===== src/rtl/seq_det_pkg.sv =====
// Shared types and helpers for the serial sequence detectors.
// Holds the detector state encoding and the pattern-length clamp.
package seq_det_pkg;

    localparam int DEFAULT_MAX_LEN = 16;
    localparam int DEFAULT_CNT_W   = 8;

    typedef enum logic [1:0] {
        UNCONF  = 2'd0,
        FILLING = 2'd1,
        ARMED   = 2'd2
    } det_state_t;

    // A zero length means "one bit"; anything beyond the history depth saturates.
    function automatic int unsigned clamp_len(input int unsigned len,
                                              input int unsigned max_len);
        int unsigned res;
        if (len == 0)
            res = 1;
        else if (len > max_len)
            res = max_len;
        else
            res = len;
        return res;
    endfunction

endpackage


===== src/rtl/sat_counter.sv =====
// Saturating up-counter with synchronous clear.
// A clear together with an increment leaves the count at one.
module sat_counter #(
    parameter int W = 8
) (
    input  logic         clk,
    input  logic         rst,
    input  logic         inc,
    input  logic         clr,
    output logic [W-1:0] count
);

    always_ff @(posedge clk or posedge rst) begin
        if (rst)
            count <= '0;
        else if (clr)
            count <= inc ? W'(1) : '0;
        else if (inc && (count != {W{1'b1}}))
            count <= count + W'(1);
    end

endmodule


===== src/rtl/seq_detect_param.sv =====
// Runtime-programmable serial pattern detector with a registered match pulse,
// optional overlapping matches and a saturating match counter.
module seq_detect_param
    import seq_det_pkg::*;
#(
    parameter  int MAX_LEN = DEFAULT_MAX_LEN,
    parameter  int CNT_W   = DEFAULT_CNT_W,
    localparam int LEN_W   = $clog2(MAX_LEN + 1)
) (
    input  logic               clk,
    input  logic               rst,
    input  logic               din,
    input  logic               din_valid,
    input  logic               cfg_load,
    input  logic [MAX_LEN-1:0] cfg_pattern,
    input  logic [LEN_W-1:0]   cfg_len,
    input  logic               cfg_overlap,
    input  logic               cnt_clr,
    output logic               flag,
    output logic [CNT_W-1:0]   match_cnt,
    output logic               armed
);

    det_state_t         state, state_next;
    logic [MAX_LEN-1:0] history, history_next;
    logic [MAX_LEN-1:0] pat_reg, pat_next;
    logic [LEN_W-1:0]   fill, fill_next;
    logic [LEN_W-1:0]   len_reg, len_next;
    logic               ovl_reg, ovl_next;
    logic               flag_next;

    logic [MAX_LEN-1:0] cand;
    logic [MAX_LEN-1:0] mask;
    logic [LEN_W:0]     fill_plus;
    logic [LEN_W-1:0]   fill_sat;
    logic               reach;
    logic               match;

    // The candidate window already includes the incoming bit, so a match is
    // detected on the very sample that completes the pattern.
    always_comb begin
        cand      = {history[MAX_LEN-2:0], din};
        mask      = '0;
        for (int i = 0; i < MAX_LEN; i++)
            mask[i] = (i < int'(len_reg));
        fill_plus = {1'b0, fill} + (LEN_W + 1)'(1);
        fill_sat  = (fill_plus > (LEN_W + 1)'(MAX_LEN)) ? LEN_W'(MAX_LEN)
                                                        : fill_plus[LEN_W-1:0];
        reach     = (fill_plus >= {1'b0, len_reg});
        match     = din_valid && !cfg_load && (state != UNCONF) && reach &&
                    ((cand & mask) == (pat_reg & mask));
    end

    always_comb begin
        state_next   = state;
        history_next = history;
        fill_next    = fill;
        pat_next     = pat_reg;
        len_next     = len_reg;
        ovl_next     = ovl_reg;
        flag_next    = 1'b0;

        if (cfg_load) begin
            pat_next     = cfg_pattern;
            len_next     = LEN_W'(clamp_len(32'(cfg_len), MAX_LEN));
            ovl_next     = cfg_overlap;
            fill_next    = '0;
            history_next = '0;
            state_next   = FILLING;
        end else begin
            case (state)
                UNCONF: begin
                    state_next = UNCONF;
                end
                FILLING, ARMED: begin
                    if (din_valid) begin
                        history_next = cand;
                        fill_next    = fill_sat;
                        // Without overlap, clearing fill hides the bits that formed this match.
                        if (match) begin
                            flag_next = 1'b1;
                            if (!ovl_reg) begin
                                fill_next  = '0;
                                state_next = FILLING;
                            end else begin
                                state_next = ARMED;
                            end
                        end else if (reach) begin
                            state_next = ARMED;
                        end
                    end
                end
                default: begin
                    state_next = UNCONF;
                end
            endcase
        end
    end

    always_ff @(posedge clk or posedge rst) begin
        if (rst) begin
            state   <= UNCONF;
            history <= '0;
            fill    <= '0;
            pat_reg <= '0;
            len_reg <= LEN_W'(1);
            ovl_reg <= 1'b1;
            flag    <= 1'b0;
            armed   <= 1'b0;
        end else begin
            state   <= state_next;
            history <= history_next;
            fill    <= fill_next;
            pat_reg <= pat_next;
            len_reg <= len_next;
            ovl_reg <= ovl_next;
            flag    <= flag_next;
            armed   <= (state_next == ARMED);
        end
    end

    sat_counter #(
        .W(CNT_W)
    ) u_cnt (
        .clk  (clk),
        .rst  (rst),
        .inc  (match),
        .clr  (cnt_clr),
        .count(match_cnt)
    );

endmodule


===== config.mk =====
export PLATFORM = sky130hd
export DESIGN_NAME = seq_detect_param
export DESIGN_NICKNAME = d
export VERILOG_FILES = /design/src/rtl/seq_det_pkg.sv /design/src/rtl/sat_counter.sv /design/src/rtl/seq_detect_param.sv
export SDC_FILE = /design/constraint.sdc
export NUM_CORES = 1
export LEC_CHECK = 0
export ABC_AREA = 1
export BUFFER_PORTS_ARGS = -buffer_cell sky130_fd_sc_hd__buf_2
export CORE_MARGIN = 1.5
export CORE_UTILIZATION = 30
export DETAILED_ROUTE_END_ITERATION = 7
export SYNTH_ARGS = -nofsm -noshare
export SYNTH_HDL_FRONTEND = slang
export SYNTH_SLANG_ARGS = --single-unit

===== constraint.sdc =====
create_clock -name clk -period 5.7 [get_ports clk]
set_input_delay 0.285 -clock clk [delete_from_list [all_inputs] [get_ports clk]]
set_output_delay 0.285 -clock clk [all_outputs]
set_load 0.01 [all_outputs]

==> metrics.md, run 1 <==
| Metric | Value |
|---|---|
| Outcome | `complete, no violations` |
| Area of the core region | `9910 sq um` |
| Post-route fraction of the period consumed by the critical path | `0.402` |
| Nets | `between 400 and 500` |
| Cell area after synthesis | `roughly 3100 sq um` |
| H-tree levels | `2` |
| First-pass iteration count of the detailed router | `4` |
| Dominant cell by count in the synthesized netlist | `sky130_fd_sc_hd__nand2_1` |
| Flip-flop count of the largest register after layout | `16` |
| First-iteration detailed-routing DRC count | `approximately 170` |
| Final slew viol count | `0` |
| Power density normalized to cell area | `229 nW/um^2` |
| Detail-routed net length per standard cell | `12.0 um` |
| Final weighted congestion in routability-driven placement | `0.866` |
| Setup repair after global routing missed its margin | `false` |
| Cell area after placement | `3420 sq um` |
| Count of flip-flops with a built-in enable after synthesis | `0` |
| Share of flip-flops with an asynchronous set or reset after synthesis | `1.00` |
| Biggest cell delay along the critical path | `440 ps` |
| Number of buffers on the longest clock path | `2` |
| WHS | `154 ps` |
| Area added between synthesis and finish | `13.2%` |
| Largest area contributor in the netlist | `sky130_fd_sc_hd__dfrtp_1` |
| Number of buffer cells added on primary ports | `37` |
| Setup skew after layout | `~15 ps` |
| TritonCTS clock tree | `done` |
| Number of antenna violations at the first check in global routing | `0` |
| Util after Layout | `0.354` |
| Clock slew at reported path FFs | `110 ps` |
| Post-synthesis sequential element count | `54` |
| Cell types occupying the most area after synthesis | `sky130_fd_sc_hd__dfrtp_1, sky130_fd_sc_hd__nand2_1, sky130_fd_sc_hd__inv_1` |
| Sinks on Clock Net | `54` |
| LEAKAGE | `1.85 nW` |
| Worst-case headroom to the max-slew limit | `0.536` |
| Die outline width | `105 um` |
| Sequence of cells on the critical path | `ha_1 -> nand3_1 -> xor2_1 -> inv_1 -> ha_1 -> and3_1 -> nand2_1 -> nand3_1 -> inv_1 -> nor2_4 -> nand3_4 -> nand3_1 -> o21ai_1` |
| WP data required | `5880 ps` |
| Post-route DRC violation count | `0` |
| Buffer cell driving the clock tree root | `sky130_fd_sc_hd__clkbuf_8` |
| Yosys Warn Count | `0` |
| Post-DRT Antenna Nets | `0` |
| Fraction of final layout cells with drive strength greater than 1 | `0.195` |
| Total global routing track utilization | `0.133` |
| Fraction of synthesized cell area taken by the top area cell type | `0.420` |
| Final Hold Vio Count | `0` |
| Kind of start point of the critical path | `flop` |
| Highest clock rate | `436 MHz` |
| Max stage delay cell, worst path | `sky130_fd_sc_hd__dfrtp_1` |
| Final critical delay including setup and external delays | `~2300 ps` |
| Finished Cell Area | `3510 sq um` |
| Vias | `2608` |
| Worst ir drop on vdd | `0.113 mV` |
| Arrival time of the worst setup path | `between 2000 and 2500 ps` |
| Synthesized area per cell | `approximately 7.8 sq um` |
| Wire length reported by the detailed router | `~6.8 mm` |
| Global-route wire length before repair | `about 12 mm` |
| CP endpoint kind | `flop` |
| Cell count after synthesis | `~400` |
| HPWL after DPL | `roughly 5.0 mm` |
| Y dimension of the die | `105 um` |
| Number of hold buffers added after CTS | `0` |
| Floorplan die area | `11000 sq um` |
| Remaining Overflow, GRT | `0` |
| Commonest register cell after synthesis | `sky130_fd_sc_hd__dfrtp_1` |
| Seq/Total Area, Yosys | `0.437` |
| Total of cells resized after clock tree synthesis | `0` |
| Netlist cell types | `33` |
| Overall power after layout | `0.803 mW` |
| Aggregate negative setup slack | `0 ps` |
| Total CTS buffers | `5` |
| Buffers inserted by post-CTS timing repair | `0` |
| Starting Density | `0.313` |
| Floorplan row count | `36` |
| Transition time at the pin with the least slew margin | `~700 ps` |
| Total setup violations reported at the end of the flow | `0` |
| Top-Level Pins | `38` |
| Library cell appearing most often on the critical path | `sky130_fd_sc_hd__nand3_1` |
| Type of the setup path with the least slack | `reg2reg` |
| Number of max-capacitance violations reported | `0` |
| Insertion delay to the later sink of the worst-skew pair | `310 ps` |
| Pin count of the biggest net entering global routing | `55` |
| Count of antenna diodes in the layout | `0` |
| Via density per instance | `4.59` |
| Number of global-route vias before repair | `around 2600` |
| Number of inserted filler cells in the final layout | `1078` |
| Commonest cells in the synthesized netlist | `sky130_fd_sc_hd__nand2_1, sky130_fd_sc_hd__inv_1, sky130_fd_sc_hd__dfrtp_1` |
| Maximum fanout along the worst path | `8` |
| Net Count, Synth | `434` |
| Path type of the worst min-delay path | `in2async` |
cell families after synthesis:
group           count (synthesis)  share of synthesized area
simple gates                  203                      0.317
fa+ha+maj                       9                     0.0363
buf+inv                        73                     0.0916
compound gates                 46                     0.0843
flops                          54                      0.437
xor+xnor                       12                     0.0339
through the flow:
| step | setup WS [ps] | std cells |
|---|---|---|
| 2_1_floorplan | 3610 | 397 |
| 3_3_place_gp | 3480 | 560 |
| 3_5_place_dp | 3420 | 560 |
| 4_1_cts | 3400 | 568 |
| 5_1_grt | 3160 | 568 |
| 6_report | 3410 | 568 |
power by group:
part | internal, mW | switching [mW] | total [mW]
Combinational | 0.0543 | 0.111 | 0.165
Clock | 0.0870 | 0.130 | 0.217
Sequential | 0.404 | 0.0157 | 0.420
Total | 0.546 | 0.257 | 0.803
metal layers:
metal  GRT usage  share of wire  routed length, um
met5           0              0                  0
met4      0.0382          0.012                 80
met3      0.0268          0.039                267
met2       0.215           0.46               3130
met1       0.181           0.49               3370
final timing paths:
kind                                 from           to  slack (ps)  cells past startpoint
setup / recovery                  fill[0]      fill[3]        3410                     13
hold / removal                        rst   pat_reg[8]         150                      3
setup reg to reg                  fill[0]      fill[3]        3410                     13
hold reg to reg               pat_reg[10]  pat_reg[10]         500                      2
max in group asynchronous             rst  pat_reg[12]        5090                      3
min in group clk           cfg_pattern[7]   pat_reg[7]         170                      3
cells in the final DEF, fill, tap and decap left out, drive strengths merged, types with 2 or more instances in the layout:
master / Yosys / layout
nor3: 2 / 2
nand2: 120 / 120
ha: 9 / 9
buf: 2 / 38
inv: 62 / 62
dfrtp: 52 / 52
clkbuf: 6 / 6
nor2: 33 / 33
xor2: 11 / 11
clkinvlp: 0 / 2
clkinv: 3 / 3
o22ai: 18 / 18
nand3: 36 / 36
a21oi: 5 / 5
nand4: 9 / 9
o21ai: 21 / 21
dfstp: 2 / 2
area by class of cell:
| type | count | area [sq um] | share of cell area |
|---|---|---|---|
| repair buffers | 38 | 193 | 0.0549 |
| multi-input cells | 270 | 1460 | 0.417 |
| flip-flops and latches | 54 | 1350 | 0.386 |
| well taps | 133 | 166 | 0.0474 |
| clock inverters | 2 | 15.0 | 0.00428 |
| inverters | 65 | 245 | 0.0699 |
| clock buffers | 6 | 72.6 | 0.0207 |
critical path: cells and delay by family (launching register included):
| family | cells | cell delay (ps) |
|---|---|---|
| adder cells (fa/ha/maj) | 2 | 520 |
| buffers and inverters | 2 | 170 |
| AND/OR/NAND/NOR | 7 | 810 |
| flip-flops | 1 | 440 |
| XOR/XNOR | 1 | 150 |
| AO/OA/AOI/OAI | 1 | 60 |
Note: power is estimated with default switching activity, not from simulation.
==> run 2, diff against run 1 <==
==> constraint.sdc (replaced) <==
create_clock -name clk -period 2.3 [get_ports clk]
set_input_delay 0.115 -clock clk [delete_from_list [all_inputs] [get_ports clk]]
set_output_delay 0.115 -clock clk [all_outputs]
set_load 0.01 [all_outputs]
==> metrics.md, run 2 (synthesis gave the netlist of run 1 again) <==
| Metric | Value |
|---|---|
| Fraction of final layout cells with drive strength greater than 1 | `0.242 (+0.0468)` |
| Area added between synthesis and finish | `19.9%` |
| Final weighted congestion in routability-driven placement | `0.852 (-1.6%)` |
| Transition time at the pin with the least slew margin | `659 ps (-37.5 ps)` |
| Y dimension of the die | `105 um (unchanged)` |
| Worst setup timing slack at the placement stage | `14.1 ps (-3410 ps)` |
| Number of inserted filler cells in the final layout | `1055 (-2.1%)` |
| Worst-case headroom to the max-slew limit | `0.560 (+0.0239)` |
| TritonCTS clock tree | `done` |
| Via density per instance | `4.62 (+0.55%)` |
| Final critical delay including setup and external delays | `2180 ps (-115 ps)` |
| Maximum fanout along the worst path | `8 (unchanged)` |
| Final Hold Vio Count | `0 (unchanged)` |
| Outcome | `complete, no violations` |
| Pin count of the biggest net entering global routing | `34 (-38%)` |
| Worst ir drop on vdd | `0.375 mV (+230%)` |
| Highest clock rate | `459 MHz (+5.3%)` |
| Commonest cells after routing, fill and taps aside | `sky130_fd_sc_hd__nand2_1, sky130_fd_sc_hd__inv_1, sky130_fd_sc_hd__dfrtp_1, sky130_fd_sc_hd__buf_2, sky130_fd_sc_hd__nand3_1` |
| Int Pwr | `1.63 mW (+200%)` |
| Setup skew after layout | `10.2 ps (-4.49 ps)` |
| First-iteration detailed-routing DRC count | `97 (-42%)` |
| Number of buffer cells added on primary ports | `37 (unchanged)` |
| Multi-input gate area in the final layout | `1540 sq um (+5.2%)` |
| Path type of the worst min-delay path | `in2reg` |
| Top-Level Pins | `38 (unchanged)` |
| Number of max-capacitance violations reported | `0 (unchanged)` |
| Number of global-route vias before repair | `2633 (+3.1%)` |
| Logic pwr share | `0.203 (-0.003)` |
| Final slew viol count | `0 (unchanged)` |
| Number of buffers on the longest clock path | `2 (unchanged)` |
| HPWL after DPL | `5.26 mm (+4.3%)` |
| Sequential group share of total power | `0.456 (-0.068)` |
| Type of the setup path with the least slack | `reg2reg` |
| Finished Cell Area | `3720 sq um (+6.0%)` |
| Count of antenna diodes in the layout | `0 (unchanged)` |
| H-tree levels | `2 (unchanged)` |
| Most common cell after layout, fill and taps aside | `sky130_fd_sc_hd__nand2_1` |
| Post-route fraction of the period consumed by the critical path | `0.946 (+0.544)` |
| Remaining Overflow, GRT | `0 (unchanged)` |
| Die outline width | `105 um (unchanged)` |
| Detail-routed net length per standard cell | `12.4 um (+3.2%)` |
| Post-route DRC violation count | `0 (unchanged)` |
| Floorplan row count | `36 (unchanged)` |
| Insertion delay to the later sink of the worst-skew pair | `300 ps (about the same)` |
| WP data required | `2470 ps (-3410 ps)` |
| Nets | `482 (+2.3%)` |
| Area of the core region | `9910 sq um (unchanged)` |
| Total CTS buffers | `5 (unchanged)` |
| Flip-flop count of the largest register after layout | `16 (unchanged)` |
| Register Area | `1350 sq um (unchanged)` |
| Number of antenna violations at the first check in global routing | `0 (unchanged)` |
| Vias | `2673 (+2.5%)` |
| Starting Density | `0.313 (unchanged)` |
| Power density normalized to cell area | `613 nW/um^2 (+170%)` |
| Wire length reported by the detailed router | `7.20 mm (+5.2%)` |
| Switching pwr | `0.648 mW (+150%)` |
| Arrival time of the worst setup path | `2350 ps (-120 ps)` |
| Floorplan die area | `11000 sq um (unchanged)` |
| Sinks on Clock Net | `54 (unchanged)` |
| Global-route wire length before repair | `12.4 mm (+4.4%)` |
| Cell area after placement | `3450 sq um (+0.88%)` |
| Post-DRT Antenna Nets | `0 (unchanged)` |
| Total global routing track utilization | `0.137 (+0.00367)` |
| CP endpoint kind | `flop` |
| Worst path setup slack after routing | `123 ps (-3280 ps)` |
| LEAKAGE | `1.93 nW (+4.5%)` |
| First-pass iteration count of the detailed router | `4 (unchanged)` |
| Clock slew at reported path FFs | `100 ps (about the same)` |
| Kind of start point of the critical path | `flop` |
| Portion of total power attributed to the clock network | `0.341 (+0.071)` |
| Util after Layout | `0.375 (+0.0211)` |
| Total setup violations reported at the end of the flow | `0 (unchanged)` |
| Buffer cell driving the clock tree root | `sky130_fd_sc_hd__clkbuf_8` |
| Share of total power consumed by net switching | `0.284 (-0.0355)` |
## run 2: power by group through the flow
stage	clock, mW	combinational [mW]	sequential, mW
detailed placement	0	0.422	1.06
finish	0.776	0.463	1.04
global route	0.833	0.530	1.05
global placement	0	0.416	1.06
CTS	0.800	0.433	1.04
floorplan	0	0.308	1.05
## run 2: final cells by class
class,count,share of cell area
Clock buffer,6,0.0222
Tap cell,133,0.0448
Multi-Input combinational cell,271,0.414
Clock inverter,2,0.0162
Timing Repair Buffer,48,0.0727
Sequential cell,54,0.364
Inverter,65,0.0660
## run 2: what timing repair did
action                                  in CTS  in global routing
hold buffers                                 1                  0
endpoints found under the hold margin       26                  0
setup buffers                                1                  4
endpoints found under the setup margin       2                 16
gates resized for setup                      0                 13
pin swaps                                    0                  6
gates cloned                                 0                  1
## run 2: per-stage QoR
step / TNS (ps) / instances / total power [mW] / hold slack [ps]
2_1_floorplan: 0 / 397 / 1.36 / 231
3_3_place_gp: 0 / 564 / 1.47 / 227
3_5_place_dp: 0 / 564 / 1.48 / 223
4_1_cts: 0 / 574 / 2.27 / 5.56
5_1_grt: -171 / 579 / 2.41 / 11.3
6_report: 0 / 579 / 2.28 / 8.75
## run 2: critical path, stage by stage, from the launching register on
cell                      delay, ps
sky130_fd_sc_hd__dfrtp_1        420
sky130_fd_sc_hd__ha_2           220
sky130_fd_sc_hd__nand3_2         80
sky130_fd_sc_hd__xor2_1         150
sky130_fd_sc_hd__inv_1           70
sky130_fd_sc_hd__ha_1           290
sky130_fd_sc_hd__and3_1         140
sky130_fd_sc_hd__nand2_1         70
sky130_fd_sc_hd__nand3_2        110
sky130_fd_sc_hd__inv_2           60
sky130_fd_sc_hd__nor2_4         130
sky130_fd_sc_hd__nand3_4        150
sky130_fd_sc_hd__nand3_2         90
sky130_fd_sc_hd__o21ai_1         60
## run 2: metal layers
layer | vias up | wire [um] | part of all wire | track usage
li1 | 1356 | - | - | -
met1 | 1235 | 3410 | 0.47 | 0.191
met2 | 69 | 3320 | 0.46 | 0.219
met3 | 13 | 329 | 0.046 | 0.0237
met4 | 0 | 138 | 0.019 | 0.0382
met5 | - | 0 | 0 | 0
## run 2: final timing paths
path	from	to	slack (ps)	depth (start not counted)
worst min-delay path	cfg_pattern[6]	pat_reg[6]	9	3
worst max register to register	fill[0]	fill[3]	120	13
min in group asynchronous	rst	history[13]	410	3
worst max-delay path	fill[0]	fill[3]	120	13
max in group asynchronous	rst	ovl_reg	1180	4
worst min register to register	pat_reg[14]	pat_reg[14]	500	2
